`config.mk`:
```
export PLATFORM = sky130hd
export DESIGN_NAME = axis_fifo
export DESIGN_NICKNAME = d
export VERILOG_FILES = /design/src/rtl/axis_fifo.sv
export SDC_FILE = /design/constraint.sdc
export NUM_CORES = 1
export LEC_CHECK = 0
export BUFFER_PORTS_ARGS = -buffer_cell sky130_fd_sc_hd__buf_2
export CORE_AREA = 4 4 76 114
export CTS_BUF_LIST = sky130_fd_sc_hd__clkbuf_16
export DETAILED_ROUTE_END_ITERATION = 16
export DIE_AREA = 0 0 80 118
export PLACE_DENSITY_LB_ADDON = 0.05
export SYNTH_ARGS = -nofsm -noshare
export SYNTH_HDL_FRONTEND = slang
export SYNTH_SLANG_ARGS = --single-unit
```
`constraint.sdc`:
```
create_clock -name clock -period 2.4 [get_ports clock]
set_input_delay 0.12 -clock clock [delete_from_list [all_inputs] [get_ports clock]]
set_output_delay 0.12 -clock clock [all_outputs]
set_load 0.05 [all_outputs]
```
`src/rtl/axis_fifo.sv`:
```
// ---------------------------------------------------------------------------
// axis_fifo
//   Parametrised AXI-stream FIFO. The head word lives in the registered odata
//   output; the remaining words (at most DEPTH-1) sit in a circular RAM with
//   wrapping read/write pointers. The occupancy, ready, valid and almost-full
//   outputs are all registered and are computed from the next occupancy.
//   A word pushed into an empty FIFO bypasses the RAM and goes straight into
//   odata.
//
// Parameters
//   WIDTH     data word width in bits
//   LOGDEPTH  log2 of capacity, DEPTH = 2**LOGDEPTH words (LOGDEPTH >= 1)
//   AFULL     almost_full threshold on size (1 <= AFULL <= DEPTH)
//
// Ports
//   clock        in   rising-edge clock
//   resetn       in   asynchronous active-low reset
//   flush        in   synchronous clear of all contents
//   size         out  words held, 0..DEPTH (includes the odata word)
//   almost_full  out  size >= AFULL
//   idata        in   input data
//   ivalid       in   input valid
//   iready       out  input ready
//   odata        out  output data (head word)
//   ovalid       out  output valid
//   oready       in   output ready
// ---------------------------------------------------------------------------
module axis_fifo #(
    parameter int unsigned WIDTH    = 8,
    parameter int unsigned LOGDEPTH = 3,
    parameter int unsigned AFULL    = 6
) (
    input  logic                clock,
    input  logic                resetn,
    input  logic                flush,
    output logic [LOGDEPTH:0]   size,
    output logic                almost_full,
    input  logic [WIDTH-1:0]    idata,
    input  logic                ivalid,
    output logic                iready,
    output logic [WIDTH-1:0]    odata,
    output logic                ovalid,
    input  logic                oready
);

    localparam int unsigned DEPTH     = 1 << LOGDEPTH;
    localparam int unsigned SW        = LOGDEPTH + 1;
    localparam int unsigned PW        = LOGDEPTH;
    localparam int unsigned RAM_WORDS = DEPTH - 1;
    localparam int unsigned RAM_LAST  = RAM_WORDS - 1;

    // Registered state
    logic [SW-1:0]    r_size;
    logic             r_ovalid;
    logic             r_iready;
    logic             r_afull;
    logic [WIDTH-1:0] r_odata;
    logic [WIDTH-1:0] r_ram [RAM_WORDS];
    logic [PW-1:0]    r_wr_ptr;
    logic [PW-1:0]    r_rd_ptr;

    // Combinational next-state terms
    logic             w_push;
    logic             w_pop;
    logic             w_load;
    logic             w_ram_empty;
    logic             w_ram_rd;
    logic             w_ram_wr;
    logic             w_odata_en;
    logic [WIDTH-1:0] w_odata_next;
    logic [SW-1:0]    w_size_next;
    logic [PW-1:0]    w_wr_ptr_next;
    logic [PW-1:0]    w_rd_ptr_next;

    // Pointer advance wraps over the DEPTH-1 RAM slots.
    function automatic logic [PW-1:0] f_ptr_inc(input logic [PW-1:0] p);
        return (p == PW'(RAM_LAST)) ? '0 : p + PW'(1);
    endfunction

    // Handshakes: ready/valid are registered, so transfers use the flops.
    assign w_push = ivalid && r_iready;
    assign w_pop  = r_ovalid && oready;

    // odata may take a new word whenever it is empty or being consumed.
    assign w_load = !r_ovalid || oready;

    // RAM holds everything except the odata word.
    assign w_ram_empty = (r_size == SW'(r_ovalid));

    // Data-path steering: RAM head refills odata, otherwise idata bypasses.
    always_comb begin
        w_ram_rd     = 1'b0;
        w_ram_wr     = 1'b0;
        w_odata_en   = 1'b0;
        w_odata_next = r_odata;
        if (!flush) begin
            if (w_load) begin
                if (!w_ram_empty) begin
                    w_ram_rd     = 1'b1;
                    w_odata_en   = 1'b1;
                    w_odata_next = r_ram[r_rd_ptr];
                    w_ram_wr     = w_push;
                end else if (w_push) begin
                    w_odata_en   = 1'b1;
                    w_odata_next = idata;
                end
            end else begin
                // Stalled head: incoming word queues behind it in the RAM.
                w_ram_wr = w_push;
            end
        end
    end

    // Occupancy and pointer next values; flush discards this cycle's traffic.
    always_comb begin
        w_size_next   = r_size;
        w_wr_ptr_next = r_wr_ptr;
        w_rd_ptr_next = r_rd_ptr;
        if (flush) begin
            w_size_next   = '0;
            w_wr_ptr_next = '0;
            w_rd_ptr_next = '0;
        end else begin
            w_size_next = r_size + SW'(w_push) - SW'(w_pop);
            if (w_ram_wr) begin
                w_wr_ptr_next = f_ptr_inc(r_wr_ptr);
            end
            if (w_ram_rd) begin
                w_rd_ptr_next = f_ptr_inc(r_rd_ptr);
            end
        end
    end

    // Control registers, flags derived from the next occupancy.
    always_ff @(posedge clock or negedge resetn) begin
        if (!resetn) begin
            r_size   <= '0;
            r_ovalid <= 1'b0;
            r_iready <= 1'b1;
            r_afull  <= 1'b0;
            r_wr_ptr <= '0;
            r_rd_ptr <= '0;
        end else begin
            r_size   <= w_size_next;
            r_ovalid <= (w_size_next != '0);
            r_iready <= (w_size_next < SW'(DEPTH));
            r_afull  <= (w_size_next >= SW'(AFULL));
            r_wr_ptr <= w_wr_ptr_next;
            r_rd_ptr <= w_rd_ptr_next;
        end
    end

    // Data storage; contents are undefined until written, so no reset.
    always_ff @(posedge clock) begin
        if (w_odata_en) begin
            r_odata <= w_odata_next;
        end
        if (w_ram_wr) begin
            r_ram[r_wr_ptr] <= idata;
        end
    end

    assign size        = r_size;
    assign almost_full = r_afull;
    assign iready      = r_iready;
    assign ovalid      = r_ovalid;
    assign odata       = r_odata;

endmodule

```
==> results.ini <==
[power_and_ir_drop]
power.leakage_nw = 1.40
power_density_nw_per_um2 = 1270
ir_drop_mv = 0.762

[clocking]
clk_latency_ns = 0.32
numCtsBuffers = 9
cts_setup_buffers = 0
cts_tree = done
path_clk_slew_ns = 0.06
root_buffer = clkbuf_16
cts_sinks = 77
cts-htree-levels = 3
clk_path_buf_depth = 2

[routing]
routed_wl_um = 6400
vias_per_cell = 5.17
vias = 1862
drtAntennaViolNets = 0
drc = 0
drt_iter0_markers = 122
firstDrtPassIters = 4
drt-wirelength-per-cell_um = 17.8

[worst_setup_path]
rrSetupSlack_ns = 0.25
crit_path_end_kind = flop
crit_fanout = 6
worstSetupStartpoint = iready
worst_ep_arrival_time_ns = 2.34
rr_startpoint = iready
max_stage_delay_ns = 0.57
slowest_stage = dfstp_2
crit_chain = nand2_1 -> ha_1 -> inv_1 -> ha_1 -> fa_1 -> xor2_1 -> nor3_1 -> a21oi_1
cp.required_ns = 2.60
crit_type = flop to flop
cpMostUsedCell = ha_1
start_kind = flop

[sta]
finalWorstSetupSlack_ns = 0.253
finClkSkew_ns = 0.00628
slew_headroom_pct = 57.8
setup_tns_ns = 0
fmax_mhz = 466
fin_crit_sh_pct = 89.5
tightestPinTransition_ns = 0.634
rsz0062_at_grt = no
setup_viol = 0
layout_min_cycle_time_ns = 2.15
finalHoldViolCount = 0
slew_violations = 0

[die]
core_area_um2 = 7610
die_x_um = 80
rows = 39
ios = 28
initial_core_util_pct = 43.6
fp.dieH_um = 118
die-area_um2 = 9440

[placement]
place_ws_ns = 0.249
place_area_um2 = 3580
io_buffer_count = 27
place.gp.congestion = 0.741
hpwl_um = 4230

[synth]
synth.distinct_cells = 43
synth_nets = 231
avgSynthCellArea_um2 = 15.7
yosysSeqAreaShare_pct = 67.7
synth_top_area_share_pct = 57.9
synthCells = 212
yosysWarnings = 0
ys_ff_latch = 77
synth.cell_area_um2 = 3320
yosys.area.top_type = edfxtp_1
synth.top_cells.by_area = edfxtp_1, dfrtp_1, mux2i_1, mux4_2, nor2_1

[status]
status = finished, final reports clean

[layout]
fin_area_um2 = 3850
final_nets = 272
syn_to_final_growth_pct = 15.9
multi_input_area_um2 = 952
drive_above_1_share_pct = 25.2
diodes = 0
seqCellArea_um2 = 2250
fillers = 677

[min_path]
hold_class = primary input to flop
hp-start = idata[2]

[global_routing]
track_usage_pct = 15.0
grt_pass1_wl_um = 10300
grt_pass1_vias = 1971
grt_overflow = 0
antenna_found_initial = 0
grt_max_degree = 22

[flow_run]
cap_violations = 0

[what timing repair did]
action | 4_1_cts | 5_1_grt
hold endpoints to repair | 13 | 0
hold buffers | 1 | 0
gates resized for setup | 0 | 0
[report_power, final]
group	total (mW)	internal [mW]	switching, mW
Clock	1.15	0.683	0.469
Sequential	1.84	1.71	0.134
Combinational	1.89	0.685	1.21
[cells in the final DEF (no fill, tap or decap), types with 2 or more instances in the layout]
| master | count |
|---|---|
| a21o_1 | 2 |
| a21oi_1 | 13 |
| buf_2 | 27 |
| buf_4 | 10 |
| clkbuf_16 | 9 |
| clkinv_2 | 4 |
| dfrtp_1 | 12 |
| edfxtp_1 | 64 |
| ha_1 | 5 |
| inv_1 | 8 |
| mux2i_1 | 19 |
| mux4_1 | 2 |
| mux4_2 | 6 |
| nand2_1 | 12 |
| nand2b_1 | 4 |
| nand4_1 | 2 |
| nor2_1 | 18 |
| nor2b_1 | 7 |
| nor3_2 | 2 |
| o21ai_0 | 2 |
| o21ai_1 | 7 |
[stage by stage]
step	total power [mW]	hold slack, ns	std cells	utilization (%)
6_report	4.89	0.0700	360	50.6
5_1_grt	5.19	0.0690	360	50.6
4_1_cts	4.97	0.0551	360	50.6
3_5_place_dp	3.80	0.0332	343	47.0
3_3_place_gp	3.75	0.0252	343	47.0
2_1_floorplan	3.44	-0.176	212	-
[synthesized netlist by cell type]
cell type  number
clkbuf_1        1
a21oi_2         1
or2_1           1
a211o_1         1
mux4_1          2
nand2b_1        4
buf_8           1
nand3_1         1
mux2i_1        19
clkbuf_8        1
mux4_2          6
buf_1           1
o21ai_1         7
edfxtp_1       64
xnor2_2         1
a21oi_1        13
and2b_1         1
a311oi_1        1
fa_1            1
o21ai_2         1
nand4_1         2
a21o_1          2
nor2b_1         7
nor2_1         18
dfstp_2         1
and2_1          1
a32o_1          1
o21ai_0         2
nand2_1        12
ha_1            5
xnor2_1         1
bufbuf_8        1
a41o_1          1
nor3_1          3
a211oi_2        1
and3_1          1
or2_0           1
buf_6           3
xor2_1          1
buf_12          1
dfrtp_1        12
inv_1           6
o2111ai_1       1
[path summary, 6_finish.rpt]
path | to | cells after the start
max | ovalid | 8
min | r_ram[6][2] | 1
max reg2reg | ovalid | 8
min reg2reg | r_wr_ptr[0] | 2
max in group asynchronous | iready | 2
min in group asynchronous | ovalid | 2
[area by class of cell]
class                           count  area share, %
Inverter                            6          0.585
Tap cell                          102           3.31
Multi-Input combinational cell    120           24.7
Clock buffer                        9           5.85
Clock inverter                      7          0.910
Sequential cell                    77           58.4
Timing Repair Buffer               39           6.24
[logic make-up (layout without fill, tap and decap cells)]
group	after synthesis	after routing	synth area share, %
DFF	77	77	67.7
AOI/OAI and AO/OA	32	32	6.06
xor gates and xnor gates	3	3	1.02
and+or+nand+nor	52	52	7.42
muxes	27	27	11.4
adders and majority gates	6	6	2.49
buffers and inverters	15	61	3.95
[sequential cells by signal, summed over array words and instances (netlist names)]
register / flops
almost_full: 1
iready: 1
odata: 8
ovalid: 1
r_ram: 56
r_rd_ptr: 3
r_wr_ptr: 3
size: 4
[metal layers]
| metal | GRT usage (%) | part of all wire, % |
|---|---|---|
| met4 | 5.81 | 1.3 |
| met1 | 16.4 | 40 |
| met5 | 0 | 0 |
| met2 | 26.3 | 56 |
| met3 | 4.59 | 3.2 |
[critical path, delay by kind of cell, from the launching register on]
family	cells	cell delay (ns)
compound gates	1	0.09
xor+xnor	1	0.19
buf+inv	1	0.04
fa+ha+maj	3	0.86
flops	1	0.57
simple gates	2	0.27
Power figures use the tool's default switching activity.
